**config.mk**
```make
export PLATFORM = sky130hd
export DESIGN_NAME = dds_wave_gen_flat
export DESIGN_NICKNAME = d
export VERILOG_FILES = /design/src/rtl/dds_wave_gen_if.sv /design/src/rtl/dds_wave_gen.sv /design/src/flat_wrapper.sv
export SDC_FILE = /design/constraint.sdc
export NUM_CORES = 1
export LEC_CHECK = 0
export ABC_AREA = 1
export BUFFER_PORTS_ARGS = -buffer_cell sky130_fd_sc_hd__buf_4
export CORE_ASPECT_RATIO = 1.2
export CORE_MARGIN = 2
export CORE_UTILIZATION = 54
export CTS_CLUSTER_DIAMETER = 80
export CTS_CLUSTER_SIZE = 30
export DETAILED_ROUTE_END_ITERATION = 8
export PLACE_DENSITY = 0.78
export RECOVER_POWER = 50
export SYNTH_ARGS = -nofsm -noshare
export SYNTH_HDL_FRONTEND = slang
export SYNTH_SLANG_ARGS = --single-unit
```
**constraint.sdc**
```tcl
create_clock -name clk -period 1.95 [get_ports clk]
set_input_delay 0.2925 -clock clk [delete_from_list [all_inputs] [get_ports clk]]
set_output_delay 0.2925 -clock clk [all_outputs]
set_load 0.01 [all_outputs]
```
**src/rtl/dds_wave_gen_if.sv**
```systemverilog
// Configuration channel of the DDS waveform generator: a valid/ready
// handshake carrying frequency tuning word, phase offset and wave select.
interface dds_wave_gen_if #(
  parameter int PHASE_W = 32,
  parameter int ADDR_W  = 10
);
  logic               cfg_valid;
  logic               cfg_ready;
  logic [PHASE_W-1:0] cfg_freq;
  logic [ADDR_W-1:0]  cfg_phase;
  logic [1:0]         cfg_wave;

  modport master (
    output cfg_valid, cfg_freq, cfg_phase, cfg_wave,
    input  cfg_ready
  );

  modport slave (
    input  cfg_valid, cfg_freq, cfg_phase, cfg_wave,
    output cfg_ready
  );
endinterface

```
**src/rtl/dds_wave_gen.sv**
```systemverilog
// Direct digital synthesis waveform generator. A phase accumulator drives an
// external synchronous sine ROM; a three-stage pipeline (address, ROM read,
// output) shapes sine, square, triangle or sawtooth samples and flags the
// sample at which the accumulator wrapped.
module dds_wave_gen #(
  parameter int PHASE_W = 32,
  parameter int ADDR_W  = 10,
  parameter int DATA_W  = 8
) (
  input  logic              clk,
  input  logic              rst_n,
  input  logic              en,
  dds_wave_gen_if.slave     cfg,
  output logic [ADDR_W-1:0] rom_addr,
  input  logic [DATA_W-1:0] rom_data,
  output logic [DATA_W-1:0] wave_data,
  output logic              wave_valid,
  output logic              cycle_tick
);

  typedef enum logic [1:0] {IDLE, RUN, FLUSH} state_t;
  typedef enum logic [1:0] {
    WAVE_SINE   = 2'd0,
    WAVE_SQUARE = 2'd1,
    WAVE_TRI    = 2'd2,
    WAVE_SAW    = 2'd3
  } wave_t;

  state_t             state, state_nxt;
  logic               flush_cnt;
  logic               rst_done;
  logic               cfg_fire;
  logic               issue;

  logic [PHASE_W-1:0] freq;
  logic [ADDR_W-1:0]  phase;
  wave_t              wave_sel;

  logic [PHASE_W-1:0] acc;
  logic [PHASE_W:0]   acc_sum;

  // Stage 0 travels with rom_addr, stage 1 with the ROM read.
  wave_t              wave0, wave1;
  logic               valid0, valid1;
  logic               wrap0, wrap1;
  logic [ADDR_W-1:0]  addr1;

  logic [ADDR_W-1:0]  tri_full;
  logic [DATA_W-1:0]  shaped;

  // State register plus the two-cycle FLUSH counter.
  // NOTE: sequential state uses non-blocking assignments so every flop samples
  // pre-edge values regardless of block evaluation order.
  always_ff @(posedge clk or negedge rst_n) begin
    if (!rst_n) begin
      state     <= IDLE;
      flush_cnt <= 1'b0;
    end else begin
      state     <= state_nxt;
      flush_cnt <= (state == FLUSH) && (state_nxt == FLUSH);
    end
  end

  // Next-state logic: FLUSH drains the pipeline for two cycles unless en returns.
  // NOTE: state_nxt is defaulted before the case so no path leaves it unassigned
  // (which would infer a latch).
  always_comb begin
    state_nxt = state;
    case (state)
      IDLE:    if (en) state_nxt = RUN;
      RUN:     if (!en) state_nxt = FLUSH;
      FLUSH:   if (en) state_nxt = RUN;
               else if (flush_cnt) state_nxt = IDLE;
      default: state_nxt = IDLE;
    endcase
  end

  // Holds cfg_ready low while reset is asserted and until the first clock after.
  always_ff @(posedge clk or negedge rst_n) begin
    if (!rst_n) rst_done <= 1'b0;
    else        rst_done <= 1'b1;
  end

  assign cfg.cfg_ready = rst_done && (state != FLUSH);
  assign cfg_fire      = cfg.cfg_valid && cfg.cfg_ready;

  // An address is issued on every edge that lands in RUN, so rom_addr carries a
  // live sample exactly while state is RUN.
  assign issue   = (state_nxt == RUN);
  assign acc_sum = {1'b0, acc} + {1'b0, freq};

  // Configuration capture; the accumulator is left untouched on reconfiguration.
  always_ff @(posedge clk or negedge rst_n) begin
    if (!rst_n) begin
      freq     <= '0;
      phase    <= '0;
      wave_sel <= WAVE_SINE;
    end else if (cfg_fire) begin
      freq     <= cfg.cfg_freq;
      phase    <= cfg.cfg_phase;
      wave_sel <= wave_t'(cfg.cfg_wave);
    end
  end

  // Stage 0: accumulator step and ROM address issue.
  always_ff @(posedge clk or negedge rst_n) begin
    if (!rst_n) begin
      acc      <= '0;
      rom_addr <= '0;
      wave0    <= WAVE_SINE;
      valid0   <= 1'b0;
      wrap0    <= 1'b0;
    end else begin
      valid0 <= issue;
      wrap0  <= issue && acc_sum[PHASE_W];
      if (issue) begin
        acc      <= acc_sum[PHASE_W-1:0];
        rom_addr <= acc[PHASE_W-1 -: ADDR_W] + phase;
        wave0    <= wave_sel;
      end
    end
  end

  // Stage 1: side-band delayed to line up with the ROM read data.
  always_ff @(posedge clk or negedge rst_n) begin
    if (!rst_n) begin
      addr1  <= '0;
      wave1  <= WAVE_SINE;
      valid1 <= 1'b0;
      wrap1  <= 1'b0;
    end else begin
      addr1  <= rom_addr;
      wave1  <= wave0;
      valid1 <= valid0;
      wrap1  <= wrap0;
    end
  end

  // Waveform shaping from the stage-1 address and ROM data.
  always_comb begin
    tri_full = {addr1[ADDR_W-2:0], 1'b0};
    if (addr1[ADDR_W-1]) tri_full = ~tri_full;
    shaped = rom_data;
    case (wave1)
      WAVE_SINE:   shaped = rom_data;
      WAVE_SQUARE: shaped = addr1[ADDR_W-1] ? '0 : '1;
      WAVE_TRI:    shaped = tri_full[ADDR_W-1 -: DATA_W];
      WAVE_SAW:    shaped = addr1[ADDR_W-1 -: DATA_W];
      default:     shaped = rom_data;
    endcase
  end

  // Stage 2: registered output sample, valid flag and wrap tick.
  always_ff @(posedge clk or negedge rst_n) begin
    if (!rst_n) begin
      wave_data  <= '0;
      wave_valid <= 1'b0;
      cycle_tick <= 1'b0;
    end else begin
      wave_data  <= shaped;
      wave_valid <= valid1;
      cycle_tick <= wrap1;
    end
  end

endmodule

```
**src/flat_wrapper.sv**
```systemverilog
// flat-port wrapper written by rule: the top's interface ports become plain ports
module dds_wave_gen_flat 
#(
  parameter int PHASE_W = 32,
  parameter int ADDR_W  = 10,
  parameter int DATA_W  = 8
)
  (clk, rst_n, en, rom_addr, rom_data, wave_data, wave_valid, cycle_tick, cfg_cfg_valid, cfg_cfg_freq, cfg_cfg_phase, cfg_cfg_wave, cfg_cfg_ready);
  dds_wave_gen_if #(.PHASE_W(PHASE_W), .ADDR_W(ADDR_W)) cfg_i ();
  input  logic clk;
  input  logic rst_n;
  input  logic en;
  output logic [ADDR_W-1:0] rom_addr;
  input  logic [DATA_W-1:0] rom_data;
  output logic [DATA_W-1:0] wave_data;
  output logic wave_valid;
  output logic cycle_tick;
  input wire logic [$bits(cfg_i.cfg_valid)-1:0] cfg_cfg_valid;
  input wire logic [$bits(cfg_i.cfg_freq)-1:0] cfg_cfg_freq;
  input wire logic [$bits(cfg_i.cfg_phase)-1:0] cfg_cfg_phase;
  input wire logic [$bits(cfg_i.cfg_wave)-1:0] cfg_cfg_wave;
  output wire logic [$bits(cfg_i.cfg_ready)-1:0] cfg_cfg_ready;
  assign cfg_i.cfg_valid = cfg_cfg_valid;
  assign cfg_i.cfg_freq = cfg_cfg_freq;
  assign cfg_i.cfg_phase = cfg_cfg_phase;
  assign cfg_i.cfg_wave = cfg_cfg_wave;
  assign cfg_cfg_ready = cfg_i.cfg_ready;
  dds_wave_gen #(.PHASE_W(PHASE_W), .ADDR_W(ADDR_W), .DATA_W(DATA_W)) u_core (.clk(clk), .rst_n(rst_n), .en(en), .cfg(cfg_i), .rom_addr(rom_addr), .rom_data(rom_data), .wave_data(wave_data), .wave_valid(wave_valid), .cycle_tick(cycle_tick));
endmodule
```
=== Word level (Yosys, flattened, before mapping) ===
Index checks and enable logic that the tools add are counted.

* Bits in registers: 118
* Input bits: 56
* Output and inout port bits: 21
* Logic and storage cells: 43

* Add/sub/neg operators: 2
* Equality and inequality tests: 8
* Mux-type cells: 8
* Bitwise operators: 1
* Reductions and logical operators: 6

{| class="wikitable"
|+ Operators with widths
! operator !! number
|-
| adder 32 x 32 -> 33 bit || 1
|-
| case mux 8 bit (4 select lines) || 1
|-
| adder 10 bit || 1
|-
| two-way mux 10 bit || 1
|-
| inverter 10 bit || 1
|-
| equality test 2 bit, second input constant || 4
|-
| two-way mux 2 bit || 4
|-
| two-way mux 8 bit || 1
|-
| equality test 2 x 1 -> 1 bit, second input constant || 3
|-
| case mux 2 bit (3 select lines) || 1
|-
| logical AND 1 bit || 4
|-
| logical NOT 2 bit || 2
|-
| inequality test 2 bit, second input constant || 1
|}

=== Depth between registers and ports, before layout ===
* Word-level depth: 5
* Mapped depth: 13
* Mapped depth without buffers: 12

=== Least setup slack after synthesis ===
OpenSTA, ideal clock, no wires.

* Path type: reg-to-reg
* Start point: register u_core.acc[0]
* End point: register u_core.acc[28]
* Setup time: 0.117 ns
* Arrival: 1.721 ns
* Data required time: 1.833 ns
* Path slack: 0.112 ns
* Cell stages (with the launch flop): 11
* Buffers on the path: 0
* Period minus slack after synthesis: 1.838 ns
* Path through: dfrtp_1 -> ha_1 -> fa_1 -> nand3_1 -> nand3_1 -> nand3_1 -> nand3_2 -> nand2_1 -> nand3_1 -> nand3_1 -> nand2_1

* Word-level cells in the longest chain between the ends: 1

{| class="wikitable"
|+ Ends and longest elaborated chain
! item !! RTL line !! source
|-
| start, declared || dds_wave_gen.sv:39 || <nowiki>logic [PHASE_W-1:0] acc;</nowiki>
|-
| start signal, assigned || dds_wave_gen.sv:117 || <nowiki>acc <= acc_sum[PHASE_W-1:0];</nowiki>
|-
| adder 32 x 32 -> 33 bit || dds_wave_gen.sv:90 || <nowiki>assign acc_sum = {1'b0, acc} + {1'b0, freq};</nowiki>
|}

No other way between the ends.
A chain may end at the register's enable or synchronous reset.

=== Worst setup path in the final report ===
* Start point: register u_core.acc[11]
* End point: register u_core.acc[21]

The elaborated chain is that of the path after synthesis.

==> summary.txt <==
Layout
  • Final core area utilization: 68.4%
  • N_diodes: 0
  • Layout cells sized above 1: 26.1%
  • Synth-to-layout area growth: 24.7%
  • Fin nets: 1,104
  • Post-Layout Cell Count: 1,185

Global route
  • Number of global-route vias before repair: 6,147
  • Initial antenna violation count: 0
  • First-pass GRT wire length: 28.3 mm
  • Gr usage total: 25.8%
  • Largest net degree at the start of global routing: 48
  • GRT overflow: 0

Pwr
  • Power Dens Cells: 1700 nW/µm²
  • Leakage power: 4.62 nW
  • IR drop worst, VDD: 912 µV
  • Total power: 15.2 mW

Routing
  • WL final: 17.6 mm
  • Vias after detailed routing: 6,272
  • Via/cell ratio: 5.29
  • DRT iter0 DRCs: 310
  • Post-route ant nets: 0
  • Drt drc: 0
  • WL/cell: 14.8 µm
  • Initial DRT Pass Iterations: 5

Critical path
  • Worst setup EP type: flip-flop
  • Reg2reg setup slack: 0.06 ns
  • Reg2Reg Capture Point: u_core.acc[21]
  • Critical Path AT: 2.20 ns
  • Critical Path Start: u_core.acc[11]
  • R2R Path Start: u_core.acc[11]
  • Critical path endpoint: u_core.acc[21]
  • Setup crit start kind: flip-flop
  • WP data required: 2.26 ns
  • Crit Path Class: reg2reg
  • Worst R2R Path Depth: 11
  • Crit Path Max Fanout: 4

Timing
  • Least-Margin Pin Slew: 0.893 ns
  • Endpoints failing hold: 0
  • Setup Viol. Count Final: 0
  • Peak Freq: 528 MHz
  • Fin crit share: 97.2%
  • Setup TNS: 0 ns
  • RSZ-0062 raised after global routing: yes
  • Final Max Slew Viols: 0
  • Clock skew: 0.0144 ns
  • Tmin final: 1.89 ns
  • WHS: 0.0696 ns
  • Worst slew margin: 40.5%

Floorplan
  • Die width: 109 µm
  • Die height: 130 µm
  • Core area: 13,100 µm²
  • I/O pins: 77
  • Initial Util: 54.8%
  • Die area: 14,200 µm²
  • Cell Rows: 46

Synthesis
  • Synth async-reset ratio: 100%
  • Mean post-synth cell area: 7.97 µm²
  • Synth cell types: 43
  • Syn Nets: 998
  • Sequential share of the synthesized area: 40.9%
  • Number of synthesized flops with an enable pin: 0
  • Yosys reg bits: 117
  • Syn Inst Count: 899
  • Synthesized area: 7160 µm²
  • Synth Flop Type: dfrtp_1
  • YS warnings: 0

Clock network
  • Max clock buf depth: 2
  • Skew-Pair Late Insertion Delay: 0.42 ns
  • Clock transition at the registers of the reported paths: 0.06 ns
  • Htree depth: 4
  • CTS root buffer: clkbuf_16
  • CTS tree: built
  • Num CTS Buffers: 17
  • Post-CTS Setup Bufs: 0
  • Clock Sinks: 117

Status
  • Run status: completed

Placement
  • Number of buffers added on ports: 76
  • Final HPWL DP: 12.6 mm
  • Inst Count DP: 1,153
  • Placer's final routability congestion estimate: 0.996

Worst hold path
  • Hold Path Class: in2reg

Flow run
  • Max-Cap Viols: 0
Yosys cell counts, types with 8 or more instances:
library cell	n	area, µm²
dfrtp_1	117	2930
o21ai_1	8	40.0
xnor2_1	18	158
inv_1	115	432
nand3_1	52	260
nand2_1	309	1160
a21oi_1	33	165
mux2_2	39	439
o21ai_0	19	95.1
nor2_1	39	146
nand2_2	18	113
ha_1	41	513
final cells by class:
type	count	area (µm²)
Clock buffer	18	439
Sequential cell	117	2930
Timing Repair Buffer	101	779
Tap cell	168	210
Inverter	123	462
Clock inverter	13	149
Fill cell	1008	4130
Multi-Input combinational cell	645	3960
flip-flops by register name, summed over array words and instances, names as in the netlist, 8 cells and up:
register          count
u_core.acc           32
u_core.addr1          9
u_core.freq          32
u_core.phase         10
u_core.rom_addr      10
u_core.wave_data      8
metal layers:
layer	track usage, %	part of all wire [%]
met5	0	0
met4	10.5	2.2
met3	6.04	5.3
met2	43.8	51
met1	31.5	41
cells by family (layout without fill, tap and decap cells):
kind of cell    Yosys count  count (layout)  share of synthesized area, %
compound gates           84              84                          7.02
xor+xnor                 19              19                          2.32
fa+ha+maj                43              43                          7.72
buf+inv                 137             255                          7.86
flops                   117             117                          40.9
mux                      44              44                          6.92
other cells               1               1                        0.0523
simple gates            454             454                          27.2
cells in the final DEF, fill, tap and decap left out, types with 3 or more instances in the layout:
master,n
o21ai_1,8
nor2_2,12
clkinv_4,4
ha_4,11
xnor2_1,17
mux2_2,39
dfrtp_1,115
nand4_1,4
nand3_1,49
nand3b_1,4
buf_4,95
mux2_1,5
nor3_1,4
o21bai_1,4
inv_2,7
o22a_1,6
clkinvlp_4,3
nand2_1,304
nor2_1,30
nand2_2,22
clkbuf_16,17
a21o_1,3
a31oi_1,3
inv_6,3
a21oi_2,5
nand3_2,8
a21oi_1,29
inv_1,115
o211ai_1,3
o21ai_0,19
ha_1,22
nor2_4,6
ha_2,8
power by group:
group	switching, mW	internal (mW)	leakage (nW)
Combinational	4.68	3.42	2.94
Sequential	0.720	3.28	1.40
Clock	1.17	1.92	0.279
critical path: stages (launching register included):
cell     delay [ns]
dfrtp_1        0.38
ha_1           0.36
nand2_1        0.19
inv_2          0.07
nand2_1        0.08
nand2_1        0.09
a21oi_1        0.15
nand2_2        0.13
nand2_2        0.09
nand3_1        0.06
nand3_1        0.10
nand2_1        0.06
what timing repair did:
action	4_1_cts	5_1_grt
hold buffers	1	0
endpoints found under the hold margin	12	0
endpoints found under the setup margin	1	24
pin swaps	0	2
gates resized for setup	1	53
how the worst min path moves through the flow:
stage,startpoint,to,slack [ns],depth (start not counted)
final,en,u_core.flush_cnt,0.07,2
after global routing,en,u_core.flush_cnt,0.06,2
after CTS,en,u_core.flush_cnt,0.05,2
after detailed placement,rst_n,u_core.freq[18],0.17,1
after global placement,rst_n,u_core.freq[18],0.17,1
after floorplan,rst_n,u_core.acc[0],-0.003,0
metrics by stage:
| stage | instance area, µm² | setup WS (ns) |
|---|---|---|
| floorplan | 7160 | 0.112 |
| global placement | 8060 | 0.0722 |
| detailed placement | 8060 | -0.0122 |
| CTS | 8670 | 0.00283 |
| global route | 8930 | -0.0367 |
| finish | 8930 | 0.0552 |
Note: power is estimated with default switching activity, not from simulation.
